--- src/rtl/prbg_pattern_detector.sv ---
// Serial pattern detector for the PRBG output stream: programmable 1..PAT_W bit
// pattern, overlapping or non-overlapping matches, saturating match counter.
//
// state | meaning
// IDLE  | no valid pattern latched; incoming bits are ignored
// FILL  | collecting fresh bits until pat_len have arrived since (re)start
// HUNT  | comparing the window on every accepted bit
module prbg_pattern_detector #(
    parameter int PAT_W = 8,
    parameter int CNT_W = 8,
    localparam int LEN_W = $clog2(PAT_W + 1)
) (
    input  logic             clk,
    input  logic             res,
    input  logic             bit_in,
    input  logic             bit_valid,
    input  logic             load,
    input  logic [PAT_W-1:0] pat,
    input  logic [LEN_W-1:0] pat_len,
    input  logic             overlap,
    output logic             match,
    output logic [CNT_W-1:0] match_cnt,
    output logic             cnt_sat,
    output logic             cfg_err,
    output logic [1:0]       state
);

    typedef enum logic [1:0] {
        IDLE = 2'd0,
        FILL = 2'd1,
        HUNT = 2'd2
    } state_t;

    state_t           st;
    logic [PAT_W-1:0] sh;
    logic [PAT_W-1:0] sh_next;
    logic [PAT_W-1:0] pat_q;
    logic [PAT_W-1:0] mask;
    logic [LEN_W-1:0] len_q;
    logic [LEN_W-1:0] fill_rem;
    logic             hit;
    logic             len_ok;
    logic             restart_fill;

    assign sh_next = {sh[PAT_W-2:0], bit_in};
    assign len_ok  = (pat_len != '0) && (int'(pat_len) <= PAT_W);

    always_comb begin
        mask = '0;
        for (int i = 0; i < PAT_W; i++) begin
            mask[i] = (i < int'(len_q));
        end
    end

    assign hit = (((sh_next ^ pat_q) & mask) == '0);

    // A single-bit pattern never needs refilling: every bit is already fresh.
    assign restart_fill = !overlap && (len_q != LEN_W'(1));

    // fill_rem is a down-counter; the accepted bit that sees 1 completes the window.
    always_ff @(posedge clk) begin
        match <= 1'b0;
        if (res) begin
            st        <= IDLE;
            sh        <= '0;
            pat_q     <= '0;
            len_q     <= '0;
            fill_rem  <= '0;
            match_cnt <= '0;
            cfg_err   <= 1'b0;
        end else if (load) begin
            pat_q     <= pat;
            len_q     <= pat_len;
            sh        <= '0;
            fill_rem  <= pat_len;
            match_cnt <= '0;
            cfg_err   <= !len_ok;
            st        <= len_ok ? FILL : IDLE;
        end else if (bit_valid && (st != IDLE)) begin
            sh <= sh_next;
            case (st)
                FILL: begin
                    if (fill_rem == LEN_W'(1)) begin
                        if (hit) begin
                            match <= 1'b1;
                            if (!(&match_cnt)) match_cnt <= match_cnt + CNT_W'(1);
                            if (restart_fill) begin
                                st       <= FILL;
                                fill_rem <= len_q;
                            end else begin
                                st <= HUNT;
                            end
                        end else begin
                            st <= HUNT;
                        end
                    end else begin
                        fill_rem <= fill_rem - LEN_W'(1);
                    end
                end
                HUNT: begin
                    if (hit) begin
                        match <= 1'b1;
                        if (!(&match_cnt)) match_cnt <= match_cnt + CNT_W'(1);
                        if (restart_fill) begin
                            st       <= FILL;
                            fill_rem <= len_q;
                        end
                    end
                end
                default: st <= IDLE;
            endcase
        end
    end

    assign cnt_sat = &match_cnt;
    assign state   = st;

endmodule

--- config.mk ---
export PLATFORM = sky130hd
export DESIGN_NAME = prbg_pattern_detector
export DESIGN_NICKNAME = d
export VERILOG_FILES = /design/src/rtl/prbg_pattern_detector.sv
export SDC_FILE = /design/constraint.sdc
export NUM_CORES = 1
export LEC_CHECK = 0
export ABC_CLOCK_PERIOD_IN_PS = 4600
export CELL_PAD_IN_SITES_DETAIL_PLACEMENT = 1
export CELL_PAD_IN_SITES_GLOBAL_PLACEMENT = 1
export CORE_MARGIN = 2
export CORE_UTILIZATION = 43
export CTS_CLUSTER_SIZE = 28
export DETAILED_ROUTE_END_ITERATION = 7
export HOLD_SLACK_MARGIN = 0.1
export PLACE_DENSITY = 0.95
export SLEW_MARGIN = 25
export SYNTH_ARGS = -nofsm -noshare
export SYNTH_HDL_FRONTEND = slang
export SYNTH_SLANG_ARGS = --single-unit
--- constraint.sdc ---
create_clock -name clk -period 4.6 [get_ports clk]
set_input_delay 0.92 -clock clk [delete_from_list [all_inputs] [get_ports clk]]
set_output_delay 0.92 -clock clk [all_outputs]
set_load 0.05 [all_outputs]
==> results of run 1 <==
-- power by group through the flow --
stage	combinational [mW]	sequential, mW	clock (mW)
detailed placement	0.101	0.331	0
CTS	0.102	0.324	0.230
floorplan	0.0659	0.330	0
global placement	0.0976	0.331	0
finish	0.101	0.324	0.224
global route	0.110	0.325	0.240
-- cell families (layout without fill, tap and decap cells) --
kind of cell	count (synthesis)	in the layout	share of synthesized area
AOI/OAI and AO/OA	51	51	0.2187
xor gates and xnor gates	15	15	0.06894
adders and majority gates	6	6	0.03939
buffers and inverters	18	48	0.03611
DFF	35	35	0.3677
muxes	12	12	0.06304
and+or+nand+nor	79	79	0.2062
-- layout by cell type (no fill, tap or decap), types with 2 or more instances in the layout --
master	instances
or3_1	2
o21a_1	2
a221oi_2	2
ha_1	6
a21o_2	3
a221oi_1	3
a31oi_1	3
mux2i_1	12
nand2b_1	5
nor3_1	6
xor2_1	8
o21ai_0	4
a211oi_1	2
a211oi_2	3
and2_1	2
nand2_1	20
dfxtp_1	35
nor4_1	4
clkbuf_8	5
clkdlybuf4s50_1	30
buf_4	2
a21oi_1	18
inv_1	8
nor2_1	23
o21ai_1	2
or2_2	2
xnor2_1	7
nand3_1	7
-- layout make-up --
| class | count | area [µm²] |
|---|---|---|
| clock buffer | 6 | 72.57 |
| clock inverter | 2 | 12.51 |
| fill | 529 | 1992 |
| inverter | 8 | 30.03 |
| multi-input combinational | 163 | 1136 |
| sequential | 35 | 700.7 |
| tap | 52 | 65.06 |
| timing repair buffer | 32 | 315.3 |
-- metal layers --
| layer | wire (µm) | global-route usage | vias to the layer above |
|---|---|---|---|
| met5 | 0 | 0 | - |
| met4 | 86 | 0.07966 | 0 |
| met3 | 242 | 0.05128 | 8 |
| met2 | 2374 | 0.3606 | 33 |
| met1 | 2179 | 0.2400 | 811 |
| li1 | - | - | 815 |
-- flip-flops by register name (all words and copies together) (netlist names) --
signal	cells
len_q	4
pat_q	8
sh	7
cfg_err	1
state	2
fill_rem	4
match_cnt	8
match	1
-- critical path, delay by kind of cell --
family	cells	cell delay, ns
AOI/OAI and AO/OA	4	0.82
buffers and inverters	1	0.47
and+or+nand+nor	2	0.96
-- path summary, 6_finish.rpt --
path,to,cells past startpoint,slack [ns]
max reg2reg,fill_rem[1]$_SDFFE_PP0P_,8,2.05
min,sh[6]$_SDFFE_PP0P_,2,0.49
min reg2reg,sh[6]$_SDFFE_PP0P_,2,0.49
max,fill_rem[1]$_SDFFE_PP0P_,7,1.61
==> impl_metrics.py, run 1 <==
metrics = {
    "run_status": {
        "status": "finished clean",
    },
    "cells_and_area": {
        "final_util": 0.5394,
        "drive_gt1_frac": 0.1098,
        "final_nets": 269,
        "diodes": 0,
        "final_cell_count_no_fill": 298,
        "area_growth_pct": 22.39,
        "fin_area_um2": 2332,
    },
    "power": {
        "switchingPower_uw": 185.3,
        "switching_share": 0.2853,
        "p_comb_frac": 0.156,
        "powerDensity_nw_per_um2": 278.5,
        "internal_power_uw": 464.3,
        "ir_drop_mv": 0.1103,
        "pwr-share-clk": 0.346,
        "p_total_uw": 649.5,
        "seq_power_share": 0.499,
        "cellLeakagePower_nw": 0.8291,
    },
    "floorplanning": {
        "io_pins": 31,
        "die_x_um": 70.57,
        "start_util": 0.4407,
        "die_h_um": 70.57,
        "core_um2": 4324,
        "row_count": 24,
        "die-area_um2": 4980,
    },
    "min_path": {
        "worst_hold_path_type": "register to register",
        "min-delay-start": "sh[6]$_SDFFE_PP0P_",
    },
    "clocking": {
        "clk_latency_ns": 0.30,
        "post_cts_resize_count": 0,
        "postCtsHoldBufs": 0,
        "cts_root_buf": "clkbuf_8",
        "cts_max_level": 2,
        "clockBufferDepth": 2,
        "cts_buffers": 5,
        "clk_pin_slew_ns": 0.08,
        "cts_tree": "yes",
        "cts_post_setup_buffers_inserted": 0,
        "clock-sinks": 35,
    },
    "worst_setup_path": {
        "end_kind": "register",
        "setup.worst_path.start": "bit_valid",
        "path_cells": "clkdlybuf4s50_1, nor2b_1, o21ai_0, nor3_1, a221oi_1, a21oi_1, a211oi_2",
        "timing.rr.start": "state[0]$_SDFFE_PP0P_",
        "crit_path_max_incr_delay_ns": 0.49,
        "path_max_fanout": 8,
        "cp_data_arrival_time_ns": 3.17,
        "slowest_stage": "nor3_1",
        "critPathLaunchType": "input pin",
        "path_class": "input pin to register",
        "worstPathRequired_ns": 4.78,
    },
    "route": {
        "avgViaCountPerCell": 5.594,
        "wl_mm": 4.883,
        "drtIter0Drc": 54,
        "num_vias": 1667,
        "drc": 0,
        "first_pass_iters": 4,
        "wl_per_cell_um": 16.39,
        "drtAntennaViolNets": 0,
    },
    "synthesis": {
        "synth_edf_count": 0,
        "yosysMostFrequentCell": "dfxtp_1",
        "syn-num-nets": 240,
        "yosysWarnings": 0,
        "synth_top_cell_area_share": 0.3677,
        "synth-main-ff-cell": "dfxtp_1",
        "synthesis.area_um2": 1906,
        "yosys_register_bits": 35,
        "syn_area_per_cell_um2": 8.822,
        "yosys.area.top_type": "dfxtp_1",
        "ys_types": 45,
        "synth_seq_area_share": 0.3677,
        "yosys-top-cells-count": "dfxtp_1 (35), nor2_1 (23), nand2_1 (20)",
        "synth.area.top_cells": "dfxtp_1 (37%), mux2i_1 (6.3%), a21oi_1 (4.7%)",
        "synthArstFlopShare": 0,
        "synth_cells": 216,
    },
    "timing": {
        "post-route-period-util": 0.6508,
        "layout_setup_ws_ns": 1.606,
        "rsz0062_at_grt": "false",
        "period_needed_ns": 2.994,
        "relSlewSlack": 0.5401,
        "fmax_mhz": 334.0,
        "setup_viol": 0,
        "finalSetupTns_ns": 0,
        "worstMarginPinSlew_ns": 0.6826,
        "hold_viol_final": 0,
        "clock_skew_ns": 0.006072,
        "slew_violations": 0,
        "timing.hold.ws_ns": 0.4878,
    },
    "global_routing": {
        "grt_pass1_wl_mm": 7.976,
        "grt.overflow.total": 0,
        "grt_pass1_vias": 1708,
        "antenna_found_initial": 0,
        "track_usage": 0.2049,
        "grt_max_degree": 33,
    },
    "place": {
        "io_buffers": 30,
        "preCtsSetupSlack_ns": 1.295,
        "dpl.cell_count": 290,
        "placed_cell_area_um2": 2247,
        "place_congestion": 0.8230,
        "hpwlAfterDp_mm": 3.575,
    },
    "run": {
        "cap_viol_max_count": 0,
    },
}
(Power assumes the default switching activity.)
==> run 2, diff against run 1 <==
--- a/config.mk
+++ b/config.mk
@@ -5,15 +5,15 @@
 export SDC_FILE = /design/constraint.sdc
 export NUM_CORES = 1
 export LEC_CHECK = 0
-export ABC_CLOCK_PERIOD_IN_PS = 4600
+export ABC_CLOCK_PERIOD_IN_PS = 2800
 export CELL_PAD_IN_SITES_DETAIL_PLACEMENT = 1
 export CELL_PAD_IN_SITES_GLOBAL_PLACEMENT = 1
 export CORE_MARGIN = 2
-export CORE_UTILIZATION = 43
+export CORE_UTILIZATION = 40
 export CTS_CLUSTER_SIZE = 28
 export DETAILED_ROUTE_END_ITERATION = 7
 export HOLD_SLACK_MARGIN = 0.1
-export PLACE_DENSITY = 0.95
+export PLACE_DENSITY = 0.91
 export SLEW_MARGIN = 25
 export SYNTH_ARGS = -nofsm -noshare
 export SYNTH_HDL_FRONTEND = slang
==> constraint.sdc (replaced) <==
create_clock -name clk -period 2.8 [get_ports clk]
set_input_delay 0.56 -clock clk [delete_from_list [all_inputs] [get_ports clk]]
set_output_delay 0.56 -clock clk [all_outputs]
set_load 0.05 [all_outputs]
==> run 2 against run 1 <==
Compared with the run above:
- flip-flop and latch count unchanged
- wire length up 8.7%
- clock power up 140%
- via count up 2.6%
- critical path depth down 3
- setup slack worse by 1.4 ns
==> impl_metrics.py, run 2 (synthesized netlist as in run 1, its figures left out) <==
metrics = {
    "cells_and_area": {
        "fillCellCount": 546,
        "fin_area_um2": 2416,
        "drive_gt1_frac": 0.1280,
        "final_cell_count_no_fill": 304,
        "reg.largest.list": "match_cnt x8, pat_q x8, sh x7",
        "mostFrequentLayoutCells": "dfxtp_1 (35), clkdlybuf4s50_1 (30), nor2_1 (23), nand2_1 (20), a21oi_1 (18)",
        "final_util": 0.5184,
        "area_growth_pct": 26.79,
        "final_common_cell": "dfxtp_1",
        "diodes": 0,
        "final_nets": 273,
    },
    "floorplanning": {
        "die_h_um": 73.02,
        "start_util": 0.4089,
        "die_x_um": 73.02,
        "core_um2": 4661,
        "die-area_um2": 5332,
        "row_count": 25,
        "io_pins": 31,
    },
    "place": {
        "place_congestion": 0.7956,
        "io_buffers": 30,
        "preCtsSetupSlack_ns": 0.1442,
        "placed_cell_area_um2": 2280,
        "hpwlAfterDp_mm": 3.730,
        "dpl.cell_count": 296,
    },
    "worst_setup_path": {
        "path_max_fanout": 4,
        "critPathLaunchType": "register",
        "end_kind": "output pin",
        "path_class": "register to output pin",
        "cp_data_arrival_time_ns": 2.03,
        "worstPathRequired_ns": 2.24,
    },
    "global_routing": {
        "grt.overflow.total": 0,
        "track_usage": 0.2138,
        "antenna_found_initial": 0,
        "grt_pass1_wl_mm": 8.756,
        "grt_pass1_vias": 1817,
        "grt_max_degree": 32,
    },
    "timing": {
        "layout_setup_ws_ns": 0.2081,
        "post-route-period-util": 0.9257,
        "clock_skew_ns": 0.003880,
        "fmax_mhz": 385.8,
        "setup_viol": 0,
        "worstMarginPinSlew_ns": 0.5278,
        "relSlewSlack": 0.6470,
        "period_needed_ns": 2.592,
        "slew_violations": 0,
        "finalSetupTns_ns": 0,
        "rsz0062_at_grt": "false",
        "hold_viol_final": 0,
        "timing.hold.ws_ns": 0.4872,
    },
    "route": {
        "wl_mm": 5.307,
        "drtIter0Drc": 102,
        "num_vias": 1710,
        "avgViaCountPerCell": 5.625,
        "drc": 0,
        "wl_per_cell_um": 17.46,
        "drtAntennaViolNets": 0,
        "first_pass_iters": 4,
    },
    "clocking": {
        "cts_buffers": 5,
        "cts_post_setup_buffers_inserted": 0,
        "cts_max_level": 2,
        "cts_tree": "yes",
        "cts_root_buf": "clkbuf_8",
        "clock-sinks": 35,
        "clk_pin_slew_ns": 0.07,
        "postCtsHoldBufs": 0,
        "post_cts_resize_count": 0,
        "clk_latency_ns": 0.28,
        "clockBufferDepth": 2,
    },
    "power": {
        "cellLeakagePower_nw": 0.8711,
        "ir_drop_mv": 0.3087,
        "p_total_mw": 1.255,
        "powerDensity_nw_per_um2": 519.5,
    },
    "run": {
        "cap_viol_max_count": 0,
    },
    "run_status": {
        "status": "finished clean",
    },
    "min_path": {
        "worst_hold_path_type": "register to register",
    },
}
[run 2: path summary, 6_finish.rpt]
check / startpoint / endpoint / slack [ns] / cells past startpoint
max: match_cnt[1]$_SDFFE_PP0P_ / cnt_sat / 0.21 / 4
min: cfg_err$_SDFFE_PP0P_ / cfg_err$_SDFFE_PP0P_ / 0.49 / 2
max reg2reg: fill_rem[1]$_SDFFE_PP0P_ / match_cnt[7]$_SDFFE_PP0P_ / 0.46 / 8
min reg2reg: cfg_err$_SDFFE_PP0P_ / cfg_err$_SDFFE_PP0P_ / 0.49 / 2
[run 2: cell type report]
cell class	instances	area (µm²)	share of cell area
Clock inverter	3	67.56	0.02796
Clock buffer	5	68.82	0.02848
Multi-Input combinational cell	163	1136	0.4702
Sequential cell	35	700.7	0.2900
Timing Repair Buffer	36	345.3	0.1429
Inverter	8	30.03	0.01243
Tap cell	54	67.56	0.02796
[run 2: worst max-delay path, stage by stage, from the launching register on]
cell	delay [ns]
dfxtp_1	0.40
ha_1	0.26
nand3_1	0.12
nor2_1	0.14
clkdlybuf4s50_1	0.82
[run 2: routing by layer]
| layer | track usage | up-vias | wire length, µm |
|---|---|---|---|
| li1 | - | 822 | - |
| met1 | 0.2670 | 850 | 2386 |
| met2 | 0.3804 | 33 | 2734 |
| met3 | 0.03039 | 5 | 144 |
| met4 | 0.05967 | 0 | 42 |
| met5 | 0 | - | 0 |
[run 2: power by group]
| group | switching (mW) | leakage (nW) | total, mW | internal [mW] |
|---|---|---|---|---|
| Sequential | 0.0207 | 0.285 | 0.534 | 0.513 |
| Clock | 0.193 | 0.0644 | 0.548 | 0.355 |
| Combinational | 0.0940 | 0.521 | 0.173 | 0.0792 |
| Total | 0.308 | 0.871 | 1.26 | 0.947 |
